**src/rtl/async_fifo_pkg.sv**
```systemverilog
// Shared async FIFO helpers: Gray/binary conversion and depth from address width.
// Used by both the write-side and read-side pointer blocks.
package async_fifo_pkg;

  function automatic int fifo_depth(input int addrsize);
    return 1 << addrsize;
  endfunction

  function automatic logic [31:0] bin2gray(input logic [31:0] b);
    return b ^ (b >> 1);
  endfunction

  function automatic logic [31:0] gray2bin(input logic [31:0] g);
    logic [31:0] b;
    b[31] = g[31];
    for (int i = 30; i >= 0; i--) begin
      b[i] = b[i+1] ^ g[i];
    end
    return b;
  endfunction

endpackage

```
**src/rtl/gray2bin.sv**
```systemverilog
// Combinational Gray-to-binary decoder for a synchronised FIFO pointer.
module gray2bin #(
  parameter int WIDTH = 5
) (
  input  logic [WIDTH-1:0] gray,
  output logic [WIDTH-1:0] bin
);

  assign bin = WIDTH'(async_fifo_pkg::gray2bin(32'(gray)));

endmodule

```
**src/rtl/wptr_level.sv**
```systemverilog
// Async FIFO write-side pointer, exact fill level and almost-full/full flags with
// all-or-nothing multi-entry push. Overflow sticky flag built only with WPTR_LEVEL_OVF_EN.
module wptr_level
  import async_fifo_pkg::*;
#(
  parameter  int ADDRSIZE = 4,
  parameter  int PUSHMAX  = 1,
  localparam int CW       = $clog2(PUSHMAX + 1)
) (
  input  logic                wclk,
  input  logic                wrst,
  input  logic [CW-1:0]       wpush,
  input  logic [ADDRSIZE:0]   wq2_rptr,
  input  logic [ADDRSIZE:0]   awfull_th,
  input  logic                wovf_clr,
  output logic                wacc,
  output logic [ADDRSIZE-1:0] waddr,
  output logic [ADDRSIZE:0]   wptr,
  output logic [ADDRSIZE:0]   wlevel,
  output logic                wfull,
  output logic                awfull,
  output logic                wovf
);

  localparam int PW = ADDRSIZE + 1;
  localparam logic [PW-1:0] DEPTH_P = PW'(fifo_depth(ADDRSIZE));

  logic [PW-1:0] wbin;
  logic [PW-1:0] rbin;
  logic [PW-1:0] wbinnext;
  logic [PW-1:0] wlevel_next;
  logic [PW-1:0] free;
  logic [PW-1:0] push_ext;

  gray2bin #(.WIDTH(PW)) u_rptr_dec (
    .gray (wq2_rptr),
    .bin  (rbin)
  );

  assign push_ext = PW'(wpush);
  assign free     = DEPTH_P - wlevel;
  assign wacc     = (wpush != '0) && (push_ext <= free);
  assign waddr    = wbin[ADDRSIZE-1:0];

  // Modular subtraction keeps the level exact across pointer wrap.
  assign wbinnext    = wbin + (wacc ? push_ext : '0);
  assign wlevel_next = wbinnext - rbin;

  always_ff @(posedge wclk) begin
    if (wrst) begin
      wbin   <= '0;
      wptr   <= '0;
      wlevel <= '0;
      wfull  <= 1'b0;
      awfull <= 1'b0;
    end else begin
      wbin   <= wbinnext;
      wptr   <= PW'(bin2gray(32'(wbinnext)));
      wlevel <= wlevel_next;
      wfull  <= (wlevel_next == DEPTH_P);
      awfull <= ((DEPTH_P - wlevel_next) <= awfull_th);
    end
  end

`ifdef WPTR_LEVEL_OVF_EN
  // A rejected push in the same cycle as a clear keeps the flag set.
  always_ff @(posedge wclk) begin
    if (wrst) begin
      wovf <= 1'b0;
    end else if ((wpush != '0) && !wacc) begin
      wovf <= 1'b1;
    end else if (wovf_clr) begin
      wovf <= 1'b0;
    end
  end
`else
  logic unused_wovf_clr;
  assign unused_wovf_clr = wovf_clr;
  assign wovf = 1'b0;
`endif

endmodule
```
**config.mk**
```make
export PLATFORM = sky130hd
export DESIGN_NAME = wptr_level
export DESIGN_NICKNAME = d
export VERILOG_FILES = /design/src/rtl/async_fifo_pkg.sv /design/src/rtl/gray2bin.sv /design/src/rtl/wptr_level.sv
export SDC_FILE = /design/constraint.sdc
export NUM_CORES = 1
export LEC_CHECK = 0
export ABC_AREA = 1
export CAP_MARGIN = 20
export CORE_UTILIZATION = 51
export DETAILED_ROUTE_END_ITERATION = 12
export PLACE_DENSITY = 0.89
export RECOVER_POWER = 50
export SYNTH_ARGS = -nofsm -noshare
export SYNTH_HDL_FRONTEND = slang
export SYNTH_HIERARCHICAL = 1
export SYNTH_SLANG_ARGS = --single-unit
```
**constraint.sdc**
```tcl
create_clock -name wclk -period 6.87 [get_ports wclk]
set_clock_uncertainty 0.15 [all_clocks]
set_input_delay 1.7175 -clock wclk [delete_from_list [all_inputs] [get_ports wclk]]
set_output_delay 1.7175 -clock wclk [all_outputs]
set_load 0.02 [all_outputs]
```
==> reports/qor.yml <==
route:
  wl_met2_um: 1350
  wl_met1_um: 929
  avgRoutedWirePerCell_um: 11.2
  routed-wl-met3_um: 82
  antenna_left: 0
  drt-initial-drc-count: 16
  highest_layer: "met4"
  firstDrtPassIters: 4
  wirelength_um: 2420
  vias_per_cell: 5.02
  vias: 1084
  drcViolationCount: 0
logic_synthesis:
  muxShareOfSynthArea_pct: 0
  post-synth-top-area-fraction_pct: 28.3
  ys_seq_area_share_pct: 28.3
  synth_area_sq_um: 1130
  yosysUniqueCellTypes: 26
  synth_top_area_cell: "dfxtp_1"
  yosys_warnings: 6
  netlist_instances: 159
  synth-seq-cells: 16
  synth_top_family_by_area: "simple AND/OR/NAND/NOR gates"
  syn-num-nets: 189
  synth_simple_gate_area_share_pct: 33.1
  synth-adder-area-share_pct: 18.3
  synth_compound_area_share_pct: 5.30
  synthXorXnorAreaFrac_pct: 2.98
  syn_area_per_cell_sq_um: 7.12
  yosys-top-cells-area: "dfxtp_1, ha_1, nand2_1, inv_1, nand3_1"
cts:
  ctsResizeCount: 0
  tritoncts: "yes"
  clk_latency_ns: 0.29
  postCtsSetupBuffers: 0
  numCtsBuffers: 3
  cts_sinks: 16
  ctsHoldBuffers: 0
  h-tree-depth: 1
  cts.clk_slew.worst_paths_ns: 0.09
  clockBufferDepth: 2
  cts_root_buffer: "clkbuf_4"
place:
  dp_cells: 212
  hpwl_um: 2050
  gp_congestion: 0.751
  portBuffers: 29
global_route:
  grt_pass1_vias: 1075
  grt_start_max_net_pins: 15
  overflow: 0
  grt_pass1_wl_um: 4330
  antenna_found_initial: 0
  grt_usage_pct: 23.2
timing:
  rsz0062_at_grt: "false"
  finalHoldViolCount: 0
  fin_setup_tns_ns: 0
  holdWs_ns: 0.519
  worst_pin_slew_ns: 0.567
  post-route-period-util_pct: 84.1
  post-route-min-period_ns: 5.78
  drv_slew: 0
  slew_headroom_pct: 62.1
  setup_viol: 0
  fmax_mhz: 173
run_status:
  status: "finished clean"
power_and_ir_drop:
  switching_share_pct: 39.7
  p_seq_share_pct: 30.5
  power_frac_clock_pct: 16.3
  ir_drop_uv: 225
  p_switching_uw: 149
  combinationalPowerShare_pct: 53.2
  power_uw: 375
  powerDensity_nw_per_um2: 254
  leakage_uw: 0.000780
  p_int_uw: 226
critical_path:
  critPathCapture: "awfull"
  critical_path_class: "in -> reg"
  reg2reg_depth: 21
  r2r_end: "awfull"
  critPathRequiredTime_ns: 6.87
  r2r_start: "wlevel[0]"
  crit_path_end_kind: "flop"
  critPathLaunch: "wpush"
  path_max_fanout: 4
  worst_setup_path_start_kind: "input pin"
  reg2reg_slack_ns: 2.60
  cp.arrival_ns: 5.78
die:
  die_w_um: 49.1
  dieArea_sq_um: 2410
  fp.dieH_um: 49.1
  pin_count: 32
  core.rowCount: 16
  core_sq_um: 2020
  start_util_pct: 56.0
cells_and_area:
  nets: 220
  layout_commonest_cell: "nand2_1"
  drive_gt1_share_pct: 7.94
  area_growth_pct: 30.2
  layout_common_cells: "nand2_1, inv_1, nor2_1, dfxtp_1, dlygate4sd3_1"
  n_antenna_cell: 0
  fin_util_pct: 72.9
  finalNonFillerCells: 216
flow_run:
  maxCapViolCount: 0
min_path:
  min_path_type: "reg -> reg"
## metal layers
| layer | global-route usage, % | vias to the layer above |
|---|---|---|
| li1 | - | 565 |
| met1 | 22.6 | 488 |
| met2 | 46.6 | 24 |
| met3 | 4.67 | 7 |
| met4 | 8.82 | 0 |
| met5 | 0 | - |
## power groups by stage
stage / Combinational, uW / Sequential, uW / Clock [uW]
4_1_cts: 206 / 115 / 62.3
2_1_floorplan: 120 / 134 / 0
3_5_place_dp: 205 / 117 / 0
5_1_grt: 231 / 116 / 66.5
3_3_place_gp: 192 / 117 / 0
6_report: 199 / 114 / 61.2
## state kept, by name (all words and copies together), names as in the netlist
register  flops
wbin          4
wptr          5
awfull        1
wfull         1
wlevel        5
## worst max-delay path: stages
cell	delay, ns
clkdlybuf4s50_1	0.46
inv_1	0.06
ha_1	0.29
nor3_1	0.21
nand4_1	0.12
nor2_1	0.10
nor2_1	0.07
ha_1	0.22
ha_1	0.34
inv_1	0.11
fa_1	0.43
or2_1	0.24
nand2_1	0.12
inv_1	0.06
and3_1	0.19
ha_1	0.29
ha_1	0.30
nand2_1	0.07
nor2_1	0.13
nand2_1	0.06
o211ai_1	0.10
a21oi_1	0.10
## stage by stage
| stage | area, sq um | setup WS [ns] |
|---|---|---|
| floorplan | 1130 | 1.58 |
| global placement | 1440 | 0.963 |
| finish | 1470 | 1.09 |
| detailed placement | 1440 | 0.764 |
| CTS | 1470 | 1.07 |
| global route | 1470 | 0.778 |
## cell type report
type / count / area [sq um]
Multi-Input combinational cell: 110 / 681
Tap cell: 27 / 33.8
Timing Repair Buffer: 29 / 290
Sequential cell: 16 / 320
Inverter: 30 / 113
Clock buffer: 4 / 36.3
Fill cell: 160 / 548
## kinds of logic after synthesis
group | after synthesis
AOI/OAI and AO/OA | 11
other | 1
xor gates and xnor gates | 3
DFF | 16
buffers and inverters | 33
and+or+nand+nor | 79
adders and majority gates | 16
## cells in the mapped netlist
master    instances
inv_1            28
nand3_1          14
buf_4             2
nor3_1            1
clkbuf_1          1
or2_1             1
nand3_4           1
nor2_1           18
o21bai_1          1
dfxtp_1          16
o21ai_0           1
xor2_1            2
inv_2             2
xor2_2            1
nor2_2            3
and3_1            1
nand4_1           2
conb_1            1
a21oi_1           8
fa_1              1
nand3b_1          4
nand2_2           3
nand2_1          30
ha_1             15
nand3_2           1
o211ai_1          1
## worst min-delay path by stage
stage,start,to,slack [ns],cells after the start
final,wbin[0],wbin[0],0.52,3
after global placement,wbin[0],wbin[0],0.48,3
after CTS,wbin[0],wbin[0],0.53,3
after floorplan,wptr[4],wptr[4],0.55,4
after global routing,wbin[0],wbin[0],0.57,3
after detailed placement,wbin[0],wbin[0],0.51,3
No activity file was read; power rests on OpenSTA's default activity.
